--- config.mk ---
export PLATFORM = sky130hd
export DESIGN_NAME = ccd_line_axis
export DESIGN_NICKNAME = d
export VERILOG_FILES = /design/src/rtl/ccd_line_axis.sv
export SDC_FILE = /design/constraint.sdc
export NUM_CORES = 1
export LEC_CHECK = 0
export ABC_CLOCK_PERIOD_IN_PS = 5050
export CAP_MARGIN = 10
export CORE_MARGIN = 2
export CORE_UTILIZATION = 60
export CTS_CLUSTER_SIZE = 12
export DETAILED_ROUTE_END_ITERATION = 7
export GPL_TIMING_DRIVEN = 0
export PLACE_DENSITY = 0.77
export SLEW_MARGIN = 20
export SYNTH_ARGS = -nofsm -noshare
export SYNTH_HDL_FRONTEND = slang
export SYNTH_SLANG_ARGS = --single-unit
export TNS_END_PERCENT = 30
--- constraint.sdc ---
create_clock -name sys_clk -period 5.05 [get_ports sys_clk]
set_clock_uncertainty 0.2 [all_clocks]
set_input_delay 0.505 -clock sys_clk [delete_from_list [all_inputs] [get_ports sys_clk]]
set_output_delay 0.505 -clock sys_clk [all_outputs]
set_load 0.01 [all_outputs]
--- src/rtl/ccd_line_axis.sv ---
// CCD line framer: strips dummy columns, optionally bins pixel pairs 2:1, and
// streams the effective pixels as AXI4-Stream beats through a FWFT FIFO.
module ccd_line_axis #(
  parameter int DATA_WIDTH      = 12,
  parameter int EFFECT_COLS     = 2048,
  parameter int PRE_DUMMY_COLS  = 32,
  parameter int POST_DUMMY_COLS = 8,
  parameter int FIFO_DEPTH      = 64
) (
  input  logic                  sys_clk,
  input  logic                  rst_n,
  input  logic                  pix_valid,
  input  logic [DATA_WIDTH-1:0] pix_data,
  input  logic                  line_start,
  input  logic [10:0]           rows,
  input  logic                  bin2,
  input  logic                  ovf_clr,
  output logic [DATA_WIDTH-1:0] m_axis_tdata,
  output logic                  m_axis_tlast,
  output logic                  m_axis_tuser,
  output logic                  m_axis_tvalid,
  input  logic                  m_axis_tready,
  output logic                  overflow
);

  localparam int TOTAL_COLS = PRE_DUMMY_COLS + EFFECT_COLS + POST_DUMMY_COLS;
  localparam int CW         = $clog2(TOTAL_COLS + 1);
  localparam int AW         = $clog2(FIFO_DEPTH);
  localparam int CNTW       = AW + 1;
  localparam int FW         = DATA_WIDTH + 2;

  localparam logic [CW-1:0] C_FIRST     = CW'(PRE_DUMMY_COLS);
  localparam logic [CW-1:0] C_FIRST_BIN = CW'(PRE_DUMMY_COLS + 1);
  localparam logic [CW-1:0] C_LAST      = CW'(PRE_DUMMY_COLS + EFFECT_COLS - 1);
  localparam logic [CW-1:0] C_END       = CW'(TOTAL_COLS - 1);

  function automatic logic [DATA_WIDTH-1:0] f_bin_avg(
    input logic [DATA_WIDTH-1:0] a,
    input logic [DATA_WIDTH-1:0] b
  );
    logic [DATA_WIDTH:0] sum;
    sum = {1'b0, a} + {1'b0, b};
    return DATA_WIDTH'(sum >> 1);
  endfunction

  // line state
  logic                  r_active;
  logic [CW-1:0]         r_col;
  logic                  r_bin;
  logic [10:0]           r_rows;
  logic [10:0]           r_line;
  logic                  r_has;
  logic [DATA_WIDTH-1:0] r_pair_a;

  // beat pipeline
  logic                  r_vld_p1;
  logic                  r_last_p1;
  logic                  r_user_p1;
  logic [DATA_WIDTH-1:0] r_data_p1;

  // fifo
  logic [FW-1:0]         r_mem [FIFO_DEPTH];
  logic [AW-1:0]         r_wr_ptr;
  logic [AW-1:0]         r_rd_ptr;
  logic [CNTW-1:0]       r_count;
  logic                  r_ovf;

  logic                  w_active;
  logic [CW-1:0]         w_col;
  logic                  w_bin;
  logic                  w_has;
  logic [10:0]           w_rows;
  logic [10:0]           w_rows_eff;
  logic                  w_line_wrap;
  logic                  w_beat;
  logic                  w_keep;
  logic                  w_emit;
  logic                  w_first;
  logic                  w_last;
  logic [DATA_WIDTH-1:0] w_data;

  logic                  w_nempty;
  logic                  w_full;
  logic                  w_rd;
  logic                  w_wr;
  logic                  w_ovf_set;
  logic [FW-1:0]         w_head;

  // stage p0: a line_start in the same cycle as pix_valid applies to that beat
  always_comb begin
    w_active    = r_active | line_start;
    w_col       = line_start ? '0 : r_col;
    w_bin       = line_start ? bin2 : r_bin;
    w_has       = line_start ? 1'b0 : r_has;
    w_rows      = line_start ? rows : r_rows;
    w_rows_eff  = (w_rows == '0) ? 11'd1 : w_rows;
    w_line_wrap = ({1'b0, r_line} + 12'd1) >= {1'b0, w_rows_eff};
    w_beat      = pix_valid & w_active;
    w_keep      = w_beat & (w_col >= C_FIRST) & (w_col <= C_LAST);
    w_emit      = w_keep & (~w_bin | w_has);
    w_first     = w_bin ? (w_col == C_FIRST_BIN) : (w_col == C_FIRST);
    w_last      = (w_col == C_LAST);
    w_data      = w_bin ? f_bin_avg(r_pair_a, pix_data) : pix_data;
  end

  always_ff @(posedge sys_clk or negedge rst_n) begin
    if (!rst_n) begin
      r_active  <= 1'b0;
      r_col     <= '0;
      r_bin     <= 1'b0;
      r_rows    <= '0;
      r_line    <= '0;
      r_has     <= 1'b0;
      r_vld_p1  <= 1'b0;
      r_last_p1 <= 1'b0;
      r_user_p1 <= 1'b0;
    end else begin
      if (line_start) begin
        r_bin  <= bin2;
        r_rows <= rows;
      end
      // the counter parks on the last post-dummy column until the next line_start
      if (w_beat) begin
        if (w_col == C_END) begin
          r_active <= 1'b0;
          r_col    <= w_col;
        end else begin
          r_active <= 1'b1;
          r_col    <= w_col + CW'(1);
        end
      end else if (line_start) begin
        r_active <= 1'b1;
        r_col    <= '0;
      end
      if (w_keep && w_bin) begin
        r_has <= ~w_has;
      end else if (line_start) begin
        r_has <= 1'b0;
      end
      if (w_emit && w_last) begin
        r_line <= w_line_wrap ? '0 : r_line + 11'd1;
      end
      // stage p1: generated beat waits one cycle before the fifo write
      r_vld_p1  <= w_emit;
      r_last_p1 <= w_emit & w_last;
      r_user_p1 <= w_emit & w_first & (r_line == '0);
    end
  end

  always_ff @(posedge sys_clk) begin
    r_data_p1 <= w_data;
    if (w_keep && w_bin && !w_has) begin
      r_pair_a <= pix_data;
    end
  end

  // stage p2: fifo write, first-word-fall-through read
  always_comb begin
    w_nempty  = (r_count != '0);
    w_full    = (r_count == CNTW'(FIFO_DEPTH));
    w_rd      = w_nempty & m_axis_tready;
    w_wr      = r_vld_p1 & (~w_full | w_rd);
    w_ovf_set = r_vld_p1 & w_full & ~w_rd;
    w_head    = r_mem[r_rd_ptr];
  end

  always_ff @(posedge sys_clk or negedge rst_n) begin
    if (!rst_n) begin
      r_wr_ptr <= '0;
      r_rd_ptr <= '0;
      r_count  <= '0;
      r_ovf    <= 1'b0;
    end else begin
      if (w_wr) begin
        r_wr_ptr <= r_wr_ptr + AW'(1);
      end
      if (w_rd) begin
        r_rd_ptr <= r_rd_ptr + AW'(1);
      end
      case ({w_wr, w_rd})
        2'b10:   r_count <= r_count + CNTW'(1);
        2'b01:   r_count <= r_count - CNTW'(1);
        default: r_count <= r_count;
      endcase
      if (w_ovf_set) begin
        r_ovf <= 1'b1;
      end else if (ovf_clr) begin
        r_ovf <= 1'b0;
      end
    end
  end

  always_ff @(posedge sys_clk) begin
    if (w_wr) begin
      r_mem[r_wr_ptr] <= {r_user_p1, r_last_p1, r_data_p1};
    end
  end

  // head entry is gated so stale memory never shows while the fifo is empty
  always_comb begin
    m_axis_tvalid = w_nempty;
    m_axis_tdata  = w_nempty ? w_head[DATA_WIDTH-1:0] : '0;
    m_axis_tlast  = w_nempty & w_head[DATA_WIDTH];
    m_axis_tuser  = w_nempty & w_head[DATA_WIDTH+1];
    overflow      = r_ovf;
  end

endmodule
# Word-level counts from Yosys, hierarchy flattened
# Memories as Yosys holds them, arrays and structs flattened.
# Index checks and enable logic that the tools add are counted.
[word_totals]
ram_bits = 896
inputBits = 30
out_inout_bits = 16
ff_bits = 84
n_memories = 1
[op_classes]
n_eq_ne = 7
n_reduce_logical = 10
magnitude_cmp = 3
muxes = 20
bitwise_logic = 20
n_addsub = 8
[memory_table]
columns = ["name", "words", "width", "read_ports", "rd_clocked_by_memory_dff", "wr", "line_no", "source"]
rows = [
  ["r_mem", 64, 14, 1, 0, 1, "62", "logic [FW-1:0] r_mem [FIFO_DEPTH];"],
]
[ops]
columns = ["op", "count"]
rows = [
  ["2-to-1 mux 12 bit", 5],
  ["2-to-1 mux 11 bit", 3],
  ["== test 12 bit (second input constant)", 2],
  ["== test 12 x 6 -> 1 bit (second input constant)", 2],
  ["logical NOT 11 bit", 2],
  ["one-hot mux 7 bit (2 select lines)", 1],
  ["adder 12 x 12 -> 13 bit", 1],
  ["bitwise AND 1 bit", 13],
  ["adder 11 x 1 -> 12 bit (second input constant)", 1],
  ["adder 12 x 1 -> 12 bit (second input constant)", 1],
  ["adder 6 x 1 -> 6 bit (second input constant)", 2],
  ["greater-or-equal comparator 12 x 11 -> 1 bit", 1],
  ["greater-or-equal comparator 12 x 6 -> 1 bit (second input constant)", 1],
  ["less-or-equal comparator 12 bit (second input constant)", 1],
  ["adder 11 x 1 -> 11 bit (second input constant)", 1],
  ["2-to-1 mux 1 bit", 11],
  ["adder 7 x 1 -> 7 bit (second input constant)", 1],
  ["== test 7 bit (second input constant)", 1],
  ["nonzero test 7 bit", 1],
  ["subtractor 7 x 1 -> 7 bit (second input constant)", 1],
  ["nonzero test 2 bit", 3],
  ["NOT 1 bit", 4],
  ["logical AND 1 bit", 3],
  ["OR 1 bit", 3],
  ["3 further kinds", 3],
]

# Longest topological paths before layout
[depth]
word_depth = 7
ltp_mapped = 14
depth_no_buf = 13

# Worst setup path after synthesis
# OpenSTA, ideal clock, no wires.
[synth_path]
kind = "in2reg"
from = "input port line_start"
to = "register r_line[5]"
t_required_ps = 4784
slack_ps = 1839
path_buffers = 3
arrival_ps = 2945
stages = 14
cell_sequence = "clkbuf_1 -> buf_2 -> mux2i_1 -> inv_1 -> nor4_1 -> a41o_1 -> ha_1 -> nand2b_1 -> a21o_1 -> a211oi_1 -> o31ai_1 -> nor2_2 -> buf_6 -> a22o_1"
[synth_between]
elab_cells_between_ends = 19
classes_between = "order compare (3); eq/ne (1); mux (6); bitwise (7); reduce/logical (2)"
[synth_rtl]
columns = ["item", "line_no", "source"]
rows = [
  ["start: declaration", "14", "input logic line_start,"],
  ["2-to-1 mux 11 bit (*)", "-", ""],
  ["via w_rows[8]", "72", "logic [10:0] w_rows;"],
  ["logical NOT 11 bit", "96", "w_rows_eff = (w_rows == '0) ? 11'd1 : w_rows;"],
  ["2-to-1 mux 11 bit (*)", "96", ""],
  ["greater-or-equal comparator 12 x 11 -> 1 bit (*)", "97", "w_line_wrap = ({1'b0, r_line} + 12'd1) >= {1'b0, w_rows_eff};"],
  ["2-to-1 mux 11 bit (*)", "141", "r_line <= w_line_wrap ? '0 : r_line + 11'd1;"],
  ["end signal: assignment", "141", ""],
  ["end: declaration", "51", "logic [10:0] r_line;"],
]
# The timed path passes the listed nets; every way through them passes the cells marked *.
# A chain may end at the register's enable or synchronous reset.

# Worst setup path in the final report
[layout_path]
from = "register r_rd_ptr[1]"
to = "output port m_axis_tdata[10]"
[layout_between]
elab_chain_cells = 2
[layout_lines]
columns = ["item", "line_no", "source"]
rows = [
  ["start: declaration", "64", "logic [AW-1:0] r_rd_ptr;"],
  ["start signal: assignment", "178", "r_rd_ptr <= r_rd_ptr + AW'(1);"],
  ["memory read (64 x 14 bit)", "-", ""],
  ["2-to-1 mux 12 bit", "202", "m_axis_tdata = w_nempty ? w_head[DATA_WIDTH-1:0] : '0;"],
  ["end: declaration", "18", "output logic [DATA_WIDTH-1:0] m_axis_tdata,"],
]
# No other way between the ends.

==> results by stage <==
Die:
- The vertical die dimension is 258.4 um.
- After floorplanning, the core was sized to cover 64230 sq um.
- In this run the horizontal extent of the chip is 258.4 um.
- After floorplanning, the core was divided into 93 placement rows.
- In this run the count of I/O pins placed on the die edge is 46.
- The initial standard-cell utilization of the core is 60.45%.
- The floorplan step defined a die boundary enclosing 66770 sq um.

Cells and area:
- The number of diodes added for antenna fixing is 0.
- The final net count is 2280.
- The area growth from synthesis to layout is 13.35%.
- The fraction of final layout cells with drive strength greater than 1 is 20.75%.
- The most common cell after layout, fill and taps aside is sky130_fd_sc_hd__edfxtp_1.
- The final non-filler cell total is 3134.
- The library cells used most frequently in the layout, excluding fill and tap cells, are sky130_fd_sc_hd__edfxtp_1 (908), sky130_fd_sc_hd__mux4_2 (168), sky130_fd_sc_hd__mux2i_1 (122), sky130_fd_sc_hd__clkbuf_16 (99), sky130_fd_sc_hd__clkbuf_1 (97).

Routing:
- For this block, the routed nets add up to 97.35 mm of wire.
- The number of search-and-repair iterations in the first detailed-routing pass is 8.
- Once detail routing completed, the nets flagged for antenna violations numbered 0.
- In the routed design, unresolved DRC markers number 0.
- The detail-routed via count per cell is 6.742.
- After detailed routing, the average wire length per cell comes to 31.06 um.
- The starting DRC count in detailed routing is 3188.
- The via total after detailed routing is 21130.

Timing:
- The number of max-slew violations in the final report was 0.
- The number of hold violations in the final report was 0.
- Hold is met by 0.1878 ns.
- Setup repair after global routing could not meet its margin everywhere.
- The maximum frequency from static timing analysis is 0.1976 GHz.
- Counting I/O delays and the setup requirement, the final critical path takes 5.062 ns.
- The slew at the pin closest to its max-slew limit is 1.104 ns.
- The final total negative setup slack is -0.01188 ns.
- The worst-case headroom to the max-slew limit is 26.39%.
- In the post-route analysis, the smallest setup slack over all paths is -0.01188 ns.
- Of the available clock period, the critical path in the final layout requires 100.2%.
- The final setup violation count is 1.

Yosys:
- Counting flops with an async set or reset pin after synthesis yields a share of 6.122%.
- Synthesis produced a netlist with a net count of 2114.
- The synthesized netlist devotes 3.155% of its cell area to simple gates.
- Synthesis produced 2046 cells.
- The parity-gate share of the synthesized area counting xor and xnor cells is 0.8571%.
- Multiplexer cells account for 13.00% of the synthesized area.
- After synthesis the cells add up to 38830 sq um.
- Sequential cells were found to cover 74.70% of the synthesized design area.
- The main combinational cell family by area after synthesis is multiplexers.
- In the synthesized netlist the dominant register cell turns out to be sky130_fd_sc_hd__edfxtp_1.
- The post-synthesis cell type count is 60.
- Averaged over all synthesized cells, the footprint is 18.98 sq um.
- After Yosys synthesis, full adders, half adders and majority gates account for 1.263% of the synthesized area.
- The complex-gate fraction of the synthesized area is 5.378%.
- In this run, synthesis produced a sequential element count of 980.
- Yosys mapped a number of flops with a built-in enable equal to 908.
- The number of warning messages in the yosys log is 0.

Placement:
- The placed wire-length estimate after detailed placement is 62.36 mm.
- Timing analysis after detailed placement gives a worst setup slack of 0.3061 ns.
- The number of port buffers is 44.
- Routability-driven placement finished with a final weighted congestion of 0.9073.
- Counting tap cells, the placed design contains a total of 2969 instances.

Run status:
- The checks that failed: negative setup slack.
- The run finished, with violations left.

Setup path:
- The category of the worst setup path capture point is an output pin.
- The most frequent cell on the critical path is sky130_fd_sc_hd__buf_2.
- The signal on the critical path passes through buf_2, buf_2, clkbuf_1, mux4_2, a22oi_1, nand2_1, a22o_1, clkdlybuf4s50_1.
- The cell type of the slowest stage on the worst timing path is sky130_fd_sc_hd__clkbuf_1.
- The kind of critical path is flip-flop to output pin.
- The category of the worst setup path launch point is a flip-flop.
- STA puts the critical path data arrival time at 4.36 ns.
- The worst path required time is 4.35 ns.
- The largest driver fanout on the critical path is 10.
- The largest single stage delay on the critical path is 0.80 ns.

Global routing:
- The number of antenna violations at the first check in global routing is 4.
- The global route total overflow is 0.
- Global routing used 42.11% of the available met1 tracks.
- In the global route stage, overall resource usage came out at 29.68%.
- For this run, global-route usage on met3 was measured as 7.081%.
- The met2 layer usage reported by global route is 45.88%.
- The first global-routing pass estimated 141.4 mm of wire.
- The most used routing layer is met2.
- The number of global-route vias before repair is 20930.
- The maximum number of pins on one net before global-route repair is 65.

Clocking:
- For the worst-skew pair, the clock arrives at the later sink with an insertion delay of 0.66 ns.
- Once the clock tree was built, the setup fixing pass inserted 0 buffers.
- After clock tree synthesis, the clock-pin slew on the worst setup and hold paths is 0.06 ns.
- TritonCTS created 96 clock buffers.
- The TritonCTS clock tree is yes.
- For this design, the sink count on the clock tree is 980.
- The deepest clock path buffer count is 3.
- The level count of the clock H-tree is 3.
- The clock tree root driver cell is sky130_fd_sc_hd__clkbuf_16.

Power and ir drop:
- The worst-case IR drop observed on VDD is 0.2530 mV.
- Summing internal, switching and leakage power gives 16.27 mW.
- The leakage component of the power is 14.21 nW.
- The power density relative to cell area is 369.6 nW/um^2.

Min path:
- The type of the most critical hold path is input pin to async pin.

Run:
- The number of max-cap violations is 0.
-- registers in the layout, indices dropped and copies added (netlist names), 7 cells and up --
name and flops:
r_col 12, r_count 7, r_data_p1 12, r_line 11, r_mem 896, r_pair_a 12
r_rows 11
-- cells in the mapped netlist (3+ instances only) --
cell / n / share of area (%)
sky130_fd_sc_hd__a21oi_1: 66 / 0.85
sky130_fd_sc_hd__ha_1: 36 / 1.2
sky130_fd_sc_hd__buf_2: 20 / 0.26
sky130_fd_sc_hd__dfxtp_1: 12 / 0.62
sky130_fd_sc_hd__inv_1: 30 / 0.29
sky130_fd_sc_hd__o21ai_0: 21 / 0.27
sky130_fd_sc_hd__o221ai_1: 28 / 0.63
sky130_fd_sc_hd__nand3b_1: 9 / 0.17
sky130_fd_sc_hd__o21a_1: 4 / 0.077
sky130_fd_sc_hd__a22o_1: 38 / 0.86
sky130_fd_sc_hd__a2111oi_0: 4 / 0.090
sky130_fd_sc_hd__nand4_1: 6 / 0.097
sky130_fd_sc_hd__nor2b_1: 11 / 0.18
sky130_fd_sc_hd__o22ai_1: 29 / 0.47
sky130_fd_sc_hd__mux4_2: 168 / 9.7
sky130_fd_sc_hd__a211oi_1: 39 / 0.75
sky130_fd_sc_hd__xor2_1: 15 / 0.34
sky130_fd_sc_hd__o21bai_1: 3 / 0.058
sky130_fd_sc_hd__mux2_2: 4 / 0.12
sky130_fd_sc_hd__nand3_1: 11 / 0.14
sky130_fd_sc_hd__and3_1: 5 / 0.081
sky130_fd_sc_hd__buf_4: 18 / 0.35
sky130_fd_sc_hd__a22oi_1: 42 / 0.81
sky130_fd_sc_hd__or3_1: 4 / 0.064
sky130_fd_sc_hd__nor4_1: 10 / 0.16
sky130_fd_sc_hd__buf_1: 5 / 0.048
sky130_fd_sc_hd__mux2i_1: 122 / 3.1
sky130_fd_sc_hd__clkbuf_1: 63 / 0.61
sky130_fd_sc_hd__and2_1: 5 / 0.081
sky130_fd_sc_hd__a21o_1: 10 / 0.19
sky130_fd_sc_hd__edfxtp_1: 908 / 70
sky130_fd_sc_hd__nand2_1: 63 / 0.61
sky130_fd_sc_hd__nand2b_1: 10 / 0.16
sky130_fd_sc_hd__nor3_1: 6 / 0.077
sky130_fd_sc_hd__buf_6: 3 / 0.087
sky130_fd_sc_hd__o31ai_1: 4 / 0.077
sky130_fd_sc_hd__dfrtp_1: 60 / 3.9
sky130_fd_sc_hd__nor2_1: 104 / 1.0
sky130_fd_sc_hd__xnor2_1: 23 / 0.52
-- report_power, final --
group          total [mW]  switching (mW)  leakage, nW  internal, mW
Combinational       0.251           0.164         3.41        0.0870
Clock                6.83            2.95         1.42          3.88
Sequential           9.19           0.177         9.38          9.01
Total                16.3            3.29         14.2          13.0
-- metrics by stage --
stage / util [%] / area (sq um)
detailed placement: 63.75 / 40950
finish: 68.53 / 44020
CTS: 68.45 / 43970
floorplan: - / 38830
global placement: 62.81 / 40340
global route: 68.53 / 44020
-- path summary, 6_finish.rpt --
kind	end	slack, ns	startpoint	depth (start not counted)
setup / recovery	m_axis_tdata[10]	-0.01	r_rd_ptr[1]$_DFFE_PN0N_	8
hold / removal	r_col[5]$_DFF_PN0_	0.19	rst_n	3
setup reg to reg	r_count[6]$_DFFE_PN0P_	1.08	r_count[1]$_DFFE_PN0P_	12
hold reg to reg	r_count[6]$_DFFE_PN0P_	0.28	r_count[6]$_DFFE_PN0P_	1
max in group asynchronous	r_user_p1$_DFF_PN0_	3.80	rst_n	3
min in group sys_clk	r_vld_p1$_DFF_PN0_	0.19	line_start	3
-- logic make-up (layout without fill, tap and decap cells) --
kind of cell | Yosys count | in the layout
flops | 980 | 980
xor+xnor | 38 | 38
simple gates | 259 | 259
mux | 294 | 294
fa+ha+maj | 38 | 38
buf+inv | 139 | 372
compound gates | 298 | 298
-- final cells by class --
cell class,count,area (sq um)
inverters,30,112.6
multi-input cells,927,9442
plain buffers,107,544.3
flip-flops and latches,980,29050
clock buffers,148,2701
clock inverters,17,236.5
repair buffers,70,864.6
fillers,3949,20220
well taps,855,1070
-- worst max-delay path: cells and delay by family, from the launching register on --
kind            cells  cell delay (ns)
compound gates      2             0.69
buf+inv             4             2.03
flops               1             0.42
mux                 1             0.43
simple gates        1             0.11
-- metal layers --
| layer | part of all wire, % | vias up |
|---|---|---|
| li1 | - | 8651 |
| met1 | 37 | 10790 |
| met2 | 47 | 1476 |
| met3 | 12 | 214 |
| met4 | 3.6 | 4 |
| met5 | 0.027 | - |
-- repair_timing --
item                       in CTS  in global routing
hold buffers                    2                  0
resized for setup              17                 25
hold endpoints to repair       60                  0
setup endpoints to repair      14                 13
pin swaps                       0                  1
Power figures use the tool's default switching activity.
